[config.mk]
export PLATFORM = sky130hd
export DESIGN_NAME = fetch_sequencer_flat
export DESIGN_NICKNAME = d
export VERILOG_FILES = /design/src/rtl/fetch_sequencer_if.sv /design/src/rtl/fetch_sequencer.sv /design/src/flat_wrapper.sv
export SDC_FILE = /design/constraint.sdc
export NUM_CORES = 1
export LEC_CHECK = 0
export CAP_MARGIN = 30
export CORE_MARGIN = 2
export CORE_UTILIZATION = 45
export CTS_CLUSTER_DIAMETER = 100
export CTS_CLUSTER_SIZE = 20
export DETAILED_ROUTE_END_ITERATION = 10
export PLACE_DENSITY = 0.95
export SETUP_SLACK_MARGIN = 0.2
export SYNTH_ARGS = -nofsm -noshare
export SYNTH_HDL_FRONTEND = slang
export SYNTH_SLANG_ARGS = --single-unit
export TNS_END_PERCENT = 100
[constraint.sdc]
create_clock -name clk_i -period 2.9 [get_ports clk_i]
set_input_delay 0.29 -clock clk_i [delete_from_list [all_inputs] [get_ports clk_i]]
set_output_delay 0.29 -clock clk_i [all_outputs]
set_load 0.01 [all_outputs]
[src/rtl/fetch_sequencer_if.sv]
// rtl/fetch_sequencer_if.sv - memory and decode-side signal bundle for fetch_sequencer
//
// Purpose: groups the memory pins, the redirect input and the decode handshake.
// Signals:
//   mem_data_i       memory read data (Memory.data_o)
//   mem_address_o    memory address (Memory.address_i), registered
//   mem_write_en_no  memory write enable, active-low, always 1
//   redirect_i       one-cycle pulse that loads the PC from redirect_addr_i
//   redirect_addr_i  redirect target
//   instr_o          fetched instruction word
//   instr_pc_o       address instr_o was read from
//   instr_valid_o    instr_o / instr_pc_o hold a valid word
//   instr_ready_i    decode accepts the word on this edge
//   vector_busy_o    high while the reset vector is being read
// Modports: master = fetch_sequencer side, slave = memory/decode side.
interface fetch_sequencer_if #(
  parameter int DataWidth    = 16,
  parameter int AddressWidth = 8
);
  logic [DataWidth-1:0]    mem_data_i;
  logic [AddressWidth-1:0] mem_address_o;
  logic                    mem_write_en_no;
  logic                    redirect_i;
  logic [AddressWidth-1:0] redirect_addr_i;
  logic [DataWidth-1:0]    instr_o;
  logic [AddressWidth-1:0] instr_pc_o;
  logic                    instr_valid_o;
  logic                    instr_ready_i;
  logic                    vector_busy_o;

  modport master (
    input  mem_data_i,
    input  redirect_i,
    input  redirect_addr_i,
    input  instr_ready_i,
    output mem_address_o,
    output mem_write_en_no,
    output instr_o,
    output instr_pc_o,
    output instr_valid_o,
    output vector_busy_o
  );

  modport slave (
    output mem_data_i,
    output redirect_i,
    output redirect_addr_i,
    output instr_ready_i,
    input  mem_address_o,
    input  mem_write_en_no,
    input  instr_o,
    input  instr_pc_o,
    input  instr_valid_o,
    input  vector_busy_o
  );
endinterface

[src/rtl/fetch_sequencer.sv]
// rtl/fetch_sequencer.sv - instruction fetch front end with reset vector and redirect
//
// Purpose: reads the reset vector word at VectorAddress, loads the PC from it,
// then streams sequential instruction words to decode over valid/ready.
// A redirect pulse reloads the PC and flushes the output slot.
// Ports:
//   clk_i    clock, rising edge
//   reset_i  synchronous active-high reset
//   bus      fetch_sequencer_if.master (memory pins, redirect, decode handshake)
module fetch_sequencer #(
  parameter int                    DataWidth     = 16,
  parameter int                    AddressWidth  = 8,
  parameter logic [AddressWidth-1:0] VectorAddress = {AddressWidth{1'b1}}
) (
  input  logic             clk_i,
  input  logic             reset_i,
  fetch_sequencer_if.master bus
);

  typedef enum logic {
    VECTOR = 1'b0,
    FETCH  = 1'b1
  } state_t;

  state_t                  r_state;
  logic [AddressWidth-1:0] r_addr;
  logic [DataWidth-1:0]    r_instr;
  logic [AddressWidth-1:0] r_pc;
  logic                    r_valid;

  state_t                  w_state_nxt;
  logic [AddressWidth-1:0] w_addr_nxt;
  logic [DataWidth-1:0]    w_instr_nxt;
  logic [AddressWidth-1:0] w_pc_nxt;
  logic                    w_valid_nxt;

  always_ff @(posedge clk_i) begin
    if (reset_i) begin
      r_state <= VECTOR;
      r_addr  <= VectorAddress;
      r_instr <= '0;
      r_pc    <= '0;
      r_valid <= 1'b0;
    end else begin
      r_state <= w_state_nxt;
      r_addr  <= w_addr_nxt;
      r_instr <= w_instr_nxt;
      r_pc    <= w_pc_nxt;
      r_valid <= w_valid_nxt;
    end
  end

  always_comb begin
    w_state_nxt = r_state;
    w_addr_nxt  = r_addr;
    w_instr_nxt = r_instr;
    w_pc_nxt    = r_pc;
    w_valid_nxt = r_valid;
    case (r_state)
      VECTOR: begin
        // Vector word is at mem_data_i now; only its low bits form the PC.
        w_addr_nxt  = bus.mem_data_i[AddressWidth-1:0];
        w_state_nxt = FETCH;
      end
      FETCH: begin
        if (bus.redirect_i) begin
          // Flush: whatever sits in the slot is dropped, no capture this edge.
          w_addr_nxt  = bus.redirect_addr_i;
          w_valid_nxt = 1'b0;
        end else if (!r_valid || bus.instr_ready_i) begin
          w_instr_nxt = bus.mem_data_i;
          w_pc_nxt    = r_addr;
          w_valid_nxt = 1'b1;
          w_addr_nxt  = r_addr + 1'b1;
        end
      end
      default: begin
        w_state_nxt = VECTOR;
      end
    endcase
  end

  assign bus.mem_address_o   = r_addr;
  assign bus.mem_write_en_no = 1'b1;
  assign bus.instr_o         = r_instr;
  assign bus.instr_pc_o      = r_pc;
  assign bus.instr_valid_o   = r_valid;
  assign bus.vector_busy_o   = (r_state == VECTOR);

endmodule

[src/flat_wrapper.sv]
// flat-port wrapper written by rule: the top's interface ports become plain ports
module fetch_sequencer_flat 
#(
  parameter int                    DataWidth     = 16,
  parameter int                    AddressWidth  = 8,
  parameter logic [AddressWidth-1:0] VectorAddress = {AddressWidth{1'b1}}
)
  (clk_i, reset_i, bus_mem_data_i, bus_redirect_i, bus_redirect_addr_i, bus_instr_ready_i, bus_mem_address_o, bus_mem_write_en_no, bus_instr_o, bus_instr_pc_o, bus_instr_valid_o, bus_vector_busy_o);
  fetch_sequencer_if #(.DataWidth(DataWidth), .AddressWidth(AddressWidth)) bus_i ();
  input  logic clk_i;
  input  logic reset_i;
  input wire logic [$bits(bus_i.mem_data_i)-1:0] bus_mem_data_i;
  input wire logic [$bits(bus_i.redirect_i)-1:0] bus_redirect_i;
  input wire logic [$bits(bus_i.redirect_addr_i)-1:0] bus_redirect_addr_i;
  input wire logic [$bits(bus_i.instr_ready_i)-1:0] bus_instr_ready_i;
  output wire logic [$bits(bus_i.mem_address_o)-1:0] bus_mem_address_o;
  output wire logic [$bits(bus_i.mem_write_en_no)-1:0] bus_mem_write_en_no;
  output wire logic [$bits(bus_i.instr_o)-1:0] bus_instr_o;
  output wire logic [$bits(bus_i.instr_pc_o)-1:0] bus_instr_pc_o;
  output wire logic [$bits(bus_i.instr_valid_o)-1:0] bus_instr_valid_o;
  output wire logic [$bits(bus_i.vector_busy_o)-1:0] bus_vector_busy_o;
  assign bus_i.mem_data_i = bus_mem_data_i;
  assign bus_i.redirect_i = bus_redirect_i;
  assign bus_i.redirect_addr_i = bus_redirect_addr_i;
  assign bus_i.instr_ready_i = bus_instr_ready_i;
  assign bus_mem_address_o = bus_i.mem_address_o;
  assign bus_mem_write_en_no = bus_i.mem_write_en_no;
  assign bus_instr_o = bus_i.instr_o;
  assign bus_instr_pc_o = bus_i.instr_pc_o;
  assign bus_instr_valid_o = bus_i.instr_valid_o;
  assign bus_vector_busy_o = bus_i.vector_busy_o;
  fetch_sequencer #(.DataWidth(DataWidth), .AddressWidth(AddressWidth), .VectorAddress(VectorAddress)) u_core (.clk_i(clk_i), .reset_i(reset_i), .bus(bus_i));
endmodule
==> flow_summary.ini <==
[timing]
fmax_ghz = 0.520
rsz0062_at_grt = false
period_share_pct = 66.3
min_period_ns = 1.92
hold_violations = 0
worst_pin_slew_ns = 0.591
finalMaxSlewViolations = 0
tns_ns = 0
clock-skew-final_ns = 0.00812
slew_headroom_pct = 60.5
finalSetupViolCount = 0

[die]
die_w_um = 61.0
initial_utilization_pct = 47.6
ios = 63
row_count = 20
fp.dieH_um = 61.0
core_area_um2 = 3080
dieArea_um2 = 3730

[grt]
grt_max_degree = 26
grt_usage_pct = 21.1
grt_pass1_vias = 1290
antenna_found_initial = 0
grt_pass1_wl_um = 5800
grt_overflow = 0

[clock_network]
hold_buffers = 0
clk_pin_slew_ns = 0.10
clkSinkCount = 34
postCtsSetupBuffers = 0
cts_htree_levels = 2
numCtsBuffers = 5
ctsRootBufferMaster = clkbuf_4
cts_tree = done
cts_buffer_depth = 2
cts_resized = 0
clock_latency_ns = 0.34

[routing]
drt_pre_antenna_iters = 4
vias = 1473
final_antenna_net_count = 0
wl_per_cell_um = 12.8
vias_per_cell = 5.11
drc_errors = 0
drt_iter0_drc = 34
drt_wl_total_um = 3700

[critical_path]
crit_slowest_cell = dfxtp_1
reg2reg_depth = 3
crit_buf_inv = 2
crit_chain = inv_2 > clkdlybuf4s50_1
cp_top_family = flip-flops
startpoint_type = register
cp.arrival_ns = 1.63
slowest_delay_ns = 0.68
crit_fanout = 17
reg2reg_from = u_core.r_state
required_ns = 2.61
worstReg2RegEnd = u_core.bus.mem_address_o[6]
r2r_setup_slack_ns = 1.09
critPathCaptureType = output pin
crit_type = reg -> out

[synth]
synthMuxAreaShare_pct = 1.37
synthAdderAreaFrac_pct = 0.855
synth_area_um2 = 1460
synth_top_flop_cell = dfxtp_1
synth-simple-area-share_pct = 23.9
synth-warning-count = 0
avgSynthCellArea_um2 = 7.87
ys_seq_area_share_pct = 46.5
synth_cell_types = 40
synth_nets = 215
synth_compound_area_share_pct = 19.8
syn_inst = 186
synth_top_family_by_area = simple AND/OR/NAND/NOR gates
synth-seq-cells = 34
synth_xor_area_share_pct = 1.79
ys_async_sr_fraction_pct = 0
synth_edf_count = 0

[final_layout]
final_layout_size_suffix_gt1_share_pct = 6.15
diodes = 0
fillCellCount = 265
nNetsFinal = 272
post-route-util_pct = 70.0
final_area_um2 = 2150
syn_to_final_growth_pct = 47.2

[worst_hold_path]
holdPathStages = 2
min_to = u_core.bus.instr_o[9]
min_path_type = reg -> reg
hp-start = u_core.bus.instr_o[9]

[job]
cap_violations = 0

[place]
dpl.hpwl_um = 2710
dpl_cell_area_um2 = 2080
routabilityCongestion = 0.845
io_buffer_count = 61

[power]
cellPowerDensity_nw_per_um2 = 490
ir_worst_vdd_uv = 311
p_leak_nw = 0.814

[outcome]
status = completed
[kinds of logic (layout without fill, tap and decap cells)]
group	after synthesis	after routing
xor+xnor	3	3
other cells	1	1
buf+inv	17	75
fa+ha+maj	1	1
mux	2	2
flops	34	34
compound gates	49	49
simple gates	79	79
[synthesized netlist by cell type (3+ instances only)]
cell type,instances,area [um^2]
o21ai_0,3,15.0
nand3_1,3,15.0
buf_2,7,35.0
xnor2_1,3,26.3
o22ai_1,3,18.8
nor2_1,7,26.3
a21oi_1,28,140
o21ai_1,4,20.0
dfxtp_1,34,681
nand2_1,55,206
clkbuf_1,3,11.3
[worst max-delay path by stage]
stage / to / depth (start not counted) / startpoint
after floorplan: u_core.bus.mem_address_o[6] / 5 / u_core.bus.mem_address_o[0]
after global routing: bus_vector_busy_o / 2 / u_core.r_state
final: bus_vector_busy_o / 2 / u_core.r_state
after detailed placement: u_core.bus.mem_address_o[7] / 4 / bus_redirect_i
after CTS: bus_vector_busy_o / 2 / u_core.r_state
after global placement: u_core.bus.mem_address_o[7] / 4 / bus_redirect_i
[stage by stage]
| stage | setup slack [ns] | instances | hold WS [ns] | total power [mW] |
|---|---|---|---|---|
| detailed placement | 0.738 | 280 | 0.446 | 0.748 |
| floorplan | 1.46 | 186 | 0.426 | 0.635 |
| finish | 0.977 | 288 | 0.458 | 1.06 |
| global route | 0.903 | 288 | 0.472 | 1.10 |
| global placement | 0.786 | 280 | 0.441 | 0.742 |
| CTS | 0.977 | 288 | 0.459 | 1.06 |
[tightest hold or removal path, stage by stage (launching register included)]
cell     delay [ns]
dfxtp_1        0.32
nand2_1        0.05
a21oi_1        0.05
[routing by layer]
metal  share of wire [%]  GRT usage, %  up-vias
met5                   0             0        -
met4                 1.6          6.52        0
met3                 5.8          5.88        7
met2                  49          36.2       54
met1                  43          25.6      668
li1                    -             -      744
[cells in the final DEF, fill, tap and decap left out, types with 2 or more instances in the layout]
| cell | Yosys | final |
|---|---|---|
| a21oi_1 | 28 | 28 |
| clkbuf_4 | 0 | 5 |
| clkbuf_8 | 0 | 3 |
| clkdlybuf4s50_1 | 0 | 61 |
| dfxtp_1 | 34 | 34 |
| inv_1 | 2 | 2 |
| inv_2 | 2 | 2 |
| mux2i_1 | 2 | 2 |
| nand2_1 | 55 | 55 |
| nand2b_1 | 2 | 2 |
| nand3_1 | 3 | 3 |
| nor2_1 | 7 | 7 |
| nor3_1 | 2 | 2 |
| o211ai_1 | 2 | 2 |
| o21ai_0 | 3 | 3 |
| o21ai_1 | 4 | 4 |
| o22ai_1 | 3 | 3 |
| xnor2_1 | 3 | 3 |
[power breakdown]
group / switching (mW) / internal [mW] / total (mW)
clock: 0.154 / 0.166 / 0.319
combinational: 0.0931 / 0.120 / 0.213
sequential: 0.0279 / 0.496 / 0.524
[cell type report]
cell class / count / area, um^2 / share of cell area [%]
Inverter: 5 / 18.8 / 0.871
Tap cell: 44 / 55.1 / 2.56
Sequential cell: 34 / 681 / 31.6
Multi-Input combinational cell: 135 / 703 / 32.6
Clock buffer: 8 / 78.8 / 3.66
Timing Repair Buffer: 62 / 618 / 28.7
[state kept, by name, indices dropped and copies added (netlist names)]
signal,cells
u_core.r_state,1
u_core.bus.instr_pc_o,8
u_core.bus.mem_address_o,8
u_core.bus.instr_o,16
u_core.bus.instr_valid_o,1
(Power assumes the default switching activity.)
